===== src/rtl/axi_pkt_rr_arb_4.sv =====
// Packet-aware four-input round-robin arbiter feeding an AXI-stream FIFO write port.
// A grant is held until its tlast beat; almost_full only blocks new grants.
module axi_pkt_rr_arb_4 #(
  parameter int DATA_WIDTH = 32
) (
  input  logic                      clk,
  input  logic                      async_reset,
  input  logic [3:0]                s_axis_tvalid,
  input  logic [4*DATA_WIDTH-1:0]   s_axis_tdata,
  input  logic [3:0]                s_axis_tlast,
  output logic [3:0]                s_axis_tready,
  input  logic                      fifo_almost_full,
  output logic                      m_axis_tvalid,
  output logic [DATA_WIDTH-1:0]     m_axis_tdata,
  output logic                      m_axis_tlast,
  input  logic                      m_axis_tready,
  output logic                      grant_active,
  output logic [1:0]                grant_idx
);

  typedef enum logic {IDLE, ACTIVE} state_e;

  state_e                state_q, state_d;
  logic [1:0]            grant_idx_q, grant_idx_d;
  logic [1:0]            last_grant_q, last_grant_d;
  logic                  out_valid_q, out_valid_d;
  logic [DATA_WIDTH-1:0] out_data_q, out_data_d;
  logic                  out_last_q, out_last_d;

  logic       out_ready;
  logic       accept;
  logic [1:0] pick;
  logic       pick_found;
  logic [1:0] cand;

  assign out_ready = ~out_valid_q | m_axis_tready;
  assign accept    = (state_q == ACTIVE) & s_axis_tvalid[grant_idx_q] & out_ready;

  // Rotating priority: search starts just after the most recently granted requester.
  always_comb begin
    pick       = last_grant_q;
    pick_found = 1'b0;
    cand       = '0;
    for (int i = 1; i <= 4; i++) begin
      cand = last_grant_q + 2'(i);
      if (!pick_found && s_axis_tvalid[cand]) begin
        pick       = cand;
        pick_found = 1'b1;
      end
    end
  end

  // NOTE: every _d gets its current value first so no path through this block infers a latch.
  always_comb begin
    state_d      = state_q;
    grant_idx_d  = grant_idx_q;
    last_grant_d = last_grant_q;
    out_valid_d  = out_valid_q;
    out_data_d   = out_data_q;
    out_last_d   = out_last_q;

    unique case (state_q)
      IDLE: begin
        if (!fifo_almost_full && pick_found) begin
          grant_idx_d = pick;
          state_d     = ACTIVE;
        end
      end
      ACTIVE: begin
        if (accept && s_axis_tlast[grant_idx_q]) begin
          last_grant_d = grant_idx_q;
          state_d      = IDLE;
        end
      end
      default: state_d = IDLE;
    endcase

    if (accept) begin
      out_valid_d = 1'b1;
      out_data_d  = s_axis_tdata[32'(grant_idx_q) * DATA_WIDTH +: DATA_WIDTH];
      out_last_d  = s_axis_tlast[grant_idx_q];
    end else if (m_axis_tready) begin
      out_valid_d = 1'b0;
    end
  end

  // NOTE: state flops use non-blocking assignment so every register samples pre-edge values.
  always_ff @(posedge clk or posedge async_reset) begin
    if (async_reset) begin
      state_q      <= IDLE;
      grant_idx_q  <= 2'd0;
      last_grant_q <= 2'd3;
      out_valid_q  <= 1'b0;
      out_data_q   <= '0;
      out_last_q   <= 1'b0;
    end else begin
      state_q      <= state_d;
      grant_idx_q  <= grant_idx_d;
      last_grant_q <= last_grant_d;
      out_valid_q  <= out_valid_d;
      out_data_q   <= out_data_d;
      out_last_q   <= out_last_d;
    end
  end

  always_comb begin
    s_axis_tready = '0;
    if (state_q == ACTIVE) s_axis_tready[grant_idx_q] = out_ready;
  end

  assign grant_active  = (state_q == ACTIVE);
  assign grant_idx     = grant_idx_q;
  assign m_axis_tvalid = out_valid_q;
  assign m_axis_tdata  = out_data_q;
  assign m_axis_tlast  = out_last_q;

endmodule


===== config.mk =====
export PLATFORM = sky130hd
export DESIGN_NAME = axi_pkt_rr_arb_4
export DESIGN_NICKNAME = d
export VERILOG_FILES = /design/src/rtl/axi_pkt_rr_arb_4.sv
export SDC_FILE = /design/constraint.sdc
export NUM_CORES = 1
export LEC_CHECK = 0
export CAP_MARGIN = 20
export CORE_ASPECT_RATIO = 1.5
export CORE_UTILIZATION = 37
export DETAILED_ROUTE_END_ITERATION = 8
export MAX_ROUTING_LAYER = met4
export PLACE_DENSITY = 0.93
export SLEW_MARGIN = 5
export SYNTH_ARGS = -nofsm -noshare
export SYNTH_HDL_FRONTEND = slang
export SYNTH_SLANG_ARGS = --single-unit
export TNS_END_PERCENT = 50

===== constraint.sdc =====
create_clock -name clk -period 4.1 [get_ports clk]
set_clock_uncertainty 0.15 [all_clocks]
set_input_delay 0.41 -clock clk [delete_from_list [all_inputs] [get_ports clk]]
set_output_delay 0.41 -clock clk [all_outputs]
set_load 0.01 [all_outputs]

==> out/metrics.csv, run 1 <==
metric;value;unit
outcome;completed;
ant diodes;0;
Worst-path clk slew;70;ps
CTS resizes;0;
Mapped Nets;293;
Primary FF master, synth;dfrtp_1;
fraction of the yosys area taken by sequential cells;39.7;%
Clock Power Share;13.7;%
Final Max Slew Viols;0;
Cells after Synth;153;
Filler Cell Count;487;
ANT nets after route;0;
Power Density;615;mW/mm²
logic gate share of total power;57.2;%
layout cell share with drive strength beyond 1;23.8;%
DP Worst Slack;1540;ps
fmax;0.371;GHz
Area after DPL;0.00428;mm²
initial antenna violation count;0;
initial core utilization;38.0;%
GRT Total Usage;22.2;%
Worst-Skew Late Latency;280;ps
clk sinks;39;
Final Worst Setup Slack;1400;ps
Final Setup Violations;0;
DR WL/cell;18.3;µm
final net count;471;
P_leak;1.70;nW
Synth warnings;0;
total setup buffers inserted after CTS;0;
Final GP Congestion;0.774;
root buffer cell;clkbuf_8;
Slew HR;48.9;%
cell row count;36;
vias per std cell;5.29;
DIE HEIGHT;102;µm
detailed-route via count;2159;
CP cell instances;buf_4 > nor3_1 > clkdlybuf4s50_1;
Die Footprint;0.00700;mm²
CTS Hold Buffers Added;0;
Final Cycle Share;65.8;%
vias in the first global route;2266;
Syn Std Cell Area;0.00247;mm²
synthesis-to-finish area growth;78.9;%
1st-pass router iterations;4;
Min Hold Slack;349;ps
Int Power;1.85;mW
first-pass GRT wire length;10900;µm
TritonCTS buffer count;5;
top cells by area, synth;dfrtp_1 38%, mux4_2 26%, mux2_2 15%, mux4_1 5.3%, buf_6 2.7%;
Syn Area/Cell;16.1;µm²
WL final;7480;µm
critical path class;flip-flop to output port;
crit end category;output port;
most common cell in the netlist;dfrtp_1;
sequential share of power;29.1;%
Die W;68.7;µm
top-area cell type share of the netlist area;37.5;%
worst hold path type;flip-flop to flip-flop;
Port Buffers;180;
Crit Path Max Fanout;25;
post-synthesis register bit count;39;
crit path DAT;2140;ps
sw frac;31.6;%
RSZ-0062 raised after global routing;false;
I/O pin cnt;181;
CTS Buffer Depth;2;
minimum clock period;2700;ps
CTS tree;built;
fin area;0.00441;mm²
NetSw;0.857;mW
final-report hold violation count;0;
most common library cells after synthesis;37 x dfrtp_1, 32 x mux2_2, 29 x mux4_2;
slowest cell on the critical path;dfrtp_2;
Congestion Overflow GR;0;
slowest stage delay, CP;870;ps
synth unique cells;31;
Post-synth EDFFs;0;
Worst VDD drop;0.463;mV
number of max-cap violations;0;
Worst-Margin Slew;766;ps
dpl hpwl;5950;µm
largest area contributor in the netlist;dfrtp_1;
largest net degree at the start of global routing;40;
Req. time, crit path;3540;ps
Residual DRC;0;
Initial DRC Count;55;
Post-synth ARST share;100;%
critical path startpoint category;flip-flop;
H-Tree Depth;2;
setup slack, reg-to-reg;1680;ps
post-route setup TNS;0;ps
Placeable Area;0.00649;mm²
==> metal layers <==
metal,up-vias,GRT usage [%],part of all wire (%)
met2,103,42.1,57
met4,0,5.77,1.3
met1,1075,21.3,34
met3,9,5.69,8.3
li1,972,-,-
met5,-,-,0
==> through the flow <==
stage	util [%]	power, mW	std cells
floorplan	-	1.73	153
finish	68.0	2.71	408
CTS	68.0	2.75	408
global route	68.0	2.88	408
detailed placement	66.0	2.37	400
global placement	66.0	2.31	400
==> path summary, 6_finish.rpt <==
path,from,to,cells after the start
min in group asynchronous,async_reset,m_axis_tdata[19]$_DFFE_PP0P_,3
worst min register to register,m_axis_tdata[24]$_DFFE_PP0P_,m_axis_tdata[24]$_DFFE_PP0P_,1
max in group asynchronous,async_reset,grant_idx[1]$_DFFE_PP0P_,3
worst min-delay path,m_axis_tdata[24]$_DFFE_PP0P_,m_axis_tdata[24]$_DFFE_PP0P_,1
worst max-delay path,grant_idx[0]$_DFFE_PP0P_,s_axis_tready[0],3
worst max register to register,grant_idx[0]$_DFFE_PP0P_,m_axis_tdata[19]$_DFFE_PP0P_,3
==> critical path: cells and delay by family (launching register included) <==
family | cells | cell delay [ps]
buf+inv | 2 | 890
flops | 1 | 870
simple gates | 1 | 80
==> power by group through the flow <==
stage / logic, mW / clock network [mW] / registers (mW)
after floorplan: 0.936 / 0 / 0.791
after global placement: 1.53 / 0 / 0.786
after detailed placement: 1.57 / 0 / 0.801
after CTS: 1.58 / 0.383 / 0.793
after global routing: 1.65 / 0.401 / 0.826
final: 1.55 / 0.373 / 0.789
==> flip-flops by register name (all words and copies together) (netlist names) <==
register,count
m_axis_tvalid,1
grant_active,1
last_grant_q,2
m_axis_tlast,1
m_axis_tdata,32
grant_idx,2
==> kinds of logic after synthesis <==
group,synth area share [%]
AO/OA/AOI/OAI,3.15
buffers and inverters,4.72
flip-flops,39.7
multiplexers,47.5
AND/OR/NAND/NOR,4.97
==> placed cells by master (no fill, tap or decap), types with 2 or more instances in the layout <==
cell | synthesis | layout
clkdlybuf4s50_1 | 0 | 180
dfrtp_1 | 37 | 35
mux2_2 | 32 | 32
mux4_2 | 29 | 29
nor2_1 | 5 | 5
mux4_1 | 5 | 5
clkbuf_8 | 1 | 5
nand2_1 | 4 | 4
nor2b_1 | 4 | 4
o21ai_0 | 3 | 3
nor3_1 | 3 | 3
buf_4 | 2 | 3
bufinv_16 | 0 | 2
dfrtp_2 | 0 | 2
dfstp_2 | 2 | 2
==> final cells by class <==
class	count	area, µm²	area share [%]
inverter	2	7.51	0.170
tap	76	95.1	2.16
clock inverter	2	60.1	1.36
timing repair buffer	183	1820	41.3
sequential	39	981	22.2
clock buffer	6	72.6	1.64
multi-input combinational	100	1370	31.1
Power figures use the tool's default switching activity.
==> run 2: changes to the inputs <==
- CORE_UTILIZATION: 37 -> 35
- PLACE_DENSITY: 0.93 -> 0.89
- clock period: 4.1 -> 2.6 ns (I/O delays scaled with it)
==> run 2 against run 1 <==
The run now ends with design-rule violations left. Critical path depth is 1 higher. Register-to-register slack worse by 1100 ps. Utilization is 4.2 points lower. Final area is 0.94% lower. Sequential share of layout area is 0.21 points higher. Critical endpoint is now s_axis_tready[2]. Highest routed layer unchanged.
==> out/metrics.csv, run 2 (synthesized netlist as in run 1, its figures left out) <==
metric;value;unit;change
CTS Buffer Depth;2;;unchanged
number of max-cap violations;0;;unchanged
TritonCTS buffer count;5;;unchanged
CTS tree;built;;
most frequent cells in the layout;180 x clkdlybuf4s50_1, 35 x dfrtp_1, 32 x mux2_2;;
synthesis-to-finish area growth;77.2;%;
DIE HEIGHT;105;µm;+2.8%
Port Buffers;180;;unchanged
DR WL/cell;18.6;µm;+1.6%
dpl hpwl;6140;µm;+3.2%
Congestion Overflow GR;0;;unchanged
critical path startpoint category;flip-flop;;
clk sinks;39;;unchanged
Residual DRC;28;;+28
Final Max Slew Viols;0;;unchanged
CP Buf/Inv Count;2;;unchanged
Worst-Margin Slew;511;ps;-255 ps
critical path class;flip-flop to output port;;
Worst VDD drop;0.612;mV;+32%
failing checks;design-rule violations;;
layout cell share with drive strength beyond 1;23.7;%;-0.071 points
max reg flops;32;;unchanged
worst hold path type;primary input to asynchronous set/reset pin;;
Top delay family on crit path;buffers and inverters;;
Cells after DPL;403;;+0.75%
final net count;472;;+0.21%
Final GP Congestion;0.802;;+3.6%
setup slack, reg-to-reg;600;ps;-1080 ps
I/O pin cnt;181;;unchanged
Power Density;940;mW/mm²;+53%
Worst-path clk slew;70;ps;about the same
first-pass GRT wire length;11900;µm;+9.3%
P_leak;1.68;nW;-1.1%
Initial DRC Count;160;;+190%
initial core utilization;36.0;%;-2.0 points
cell row count;37;;+2.8%
vias in the first global route;2390;;+5.5%
Req. time, crit path;2190;ps;-1350 ps
Placeable Area;0.00685;mm²;+5.6%
CP cell instances;buf_4 > nand3_1 > nor2_1 > clkdlybuf4s50_1;;
vias per std cell;5.30;;+0.19%
slowest stage delay, CP;560;ps;-310 ps
RSZ-0062 raised after global routing;false;;
root buffer cell;clkbuf_8;;
CTS resizes;0;;unchanged
Crit Path Max Fanout;39;;+56%
Slew HR;65.9;%;+17 points
minimum clock period;2360;ps;
fmax;0.423;GHz;
GRT Total Usage;21.6;%;-0.66 points
Die W;70.5;µm;+2.7%
final-report hold violation count;0;;unchanged
detailed-route via count;2179;;+0.93%
outcome;finished, violations left;;
total setup buffers inserted after CTS;0;;unchanged
post-route setup TNS;0;ps;unchanged
CTS Hold Buffers Added;0;;unchanged
fin cells;411;;+0.74%
WL final;7650;µm;+2.4%
most common cell after layout, fill and taps aside;clkdlybuf4s50_1;;
1st-pass router iterations;6;;+2
Final Setup Violations;0;;unchanged
ant diodes;0;;unchanged
crit end category;output port;;
Die Footprint;0.00739;mm²;+5.6%
Final Cycle Share;90.9;%;
Worst-Skew Late Latency;280;ps;about the same
slowest cell on the critical path;clkdlybuf4s50_1;;
initial antenna violation count;0;;unchanged
ANT nets after route;0;;unchanged
H-Tree Depth;2;;unchanged
crit path DAT;1950;ps;-190 ps
largest net degree at the start of global routing;40;;unchanged
-- run 2: cell types whose count changed in the layout (fill, tap and decap cells not counted), sizes merged --
cell and change:
buf +1, bufinv -2, clkinv +1, clkbuf +1
-- run 2: final timing paths --
path | to | startpoint | cells past startpoint
min in group clk | m_axis_tlast$_DFFE_PP0P_ | m_axis_tlast$_DFFE_PP0P_ | 1
hold reg to reg | m_axis_tlast$_DFFE_PP0P_ | m_axis_tlast$_DFFE_PP0P_ | 1
setup reg to reg | m_axis_tdata[12]$_DFFE_PP0P_ | grant_idx[1]$_DFFE_PP0P_ | 3
hold / removal | m_axis_tdata[13]$_DFFE_PP0P_ | async_reset | 3
max in group asynchronous | grant_idx[1]$_DFFE_PP0P_ | async_reset | 3
setup / recovery | s_axis_tready[2] | grant_idx[1]$_DFFE_PP0P_ | 4
-- run 2: cell type report --
type | instances | area (µm²)
clock buffers | 7 | 76.3
clock inverters | 1 | 5.00
fillers | 575 | 2480
inverters | 2 | 7.51
multi-input cells | 100 | 1370
flip-flops and latches | 39 | 981
well taps | 78 | 97.6
repair buffers | 184 | 1830
-- run 2: worst reg2reg max path: stages (launching register included) --
cell and delay [ps]:
dfrtp_2 370, mux4_2 550, nand3_4 400, mux2_2 410
-- run 2: power by group --
group / switching [mW] / leakage (nW) / internal [mW]
Combinational: 0.960 / 1.18 / 1.61
Clock: 0.199 / 0.0422 / 0.188
Sequential: 0.206 / 0.452 / 0.943
-- run 2: metal layers --
layer / part of all wire, % / vias up / GRT usage [%]
li1: - / 978 / -
met1: 33 / 1087 / 20.7
met2: 58 / 100 / 41.4
met3: 7.3 / 14 / 5.69
met4: 1.8 / 0 / 6.14
met5: 0 / - / -
-- run 2: stage by stage --
step                hold slack, ps  power [mW]  utilization, %  instance area [µm²]  setup slack (ps)
floorplan                      297        2.72               -                 2470               712
global placement               322        3.68            62.6                 4290               269
detailed placement             330        3.78            62.6                 4290               197
CTS                            263        4.17            63.8                 4370               194
global route                   290        4.36            63.8                 4370               120
finish                         237        4.11            63.8                 4370               236
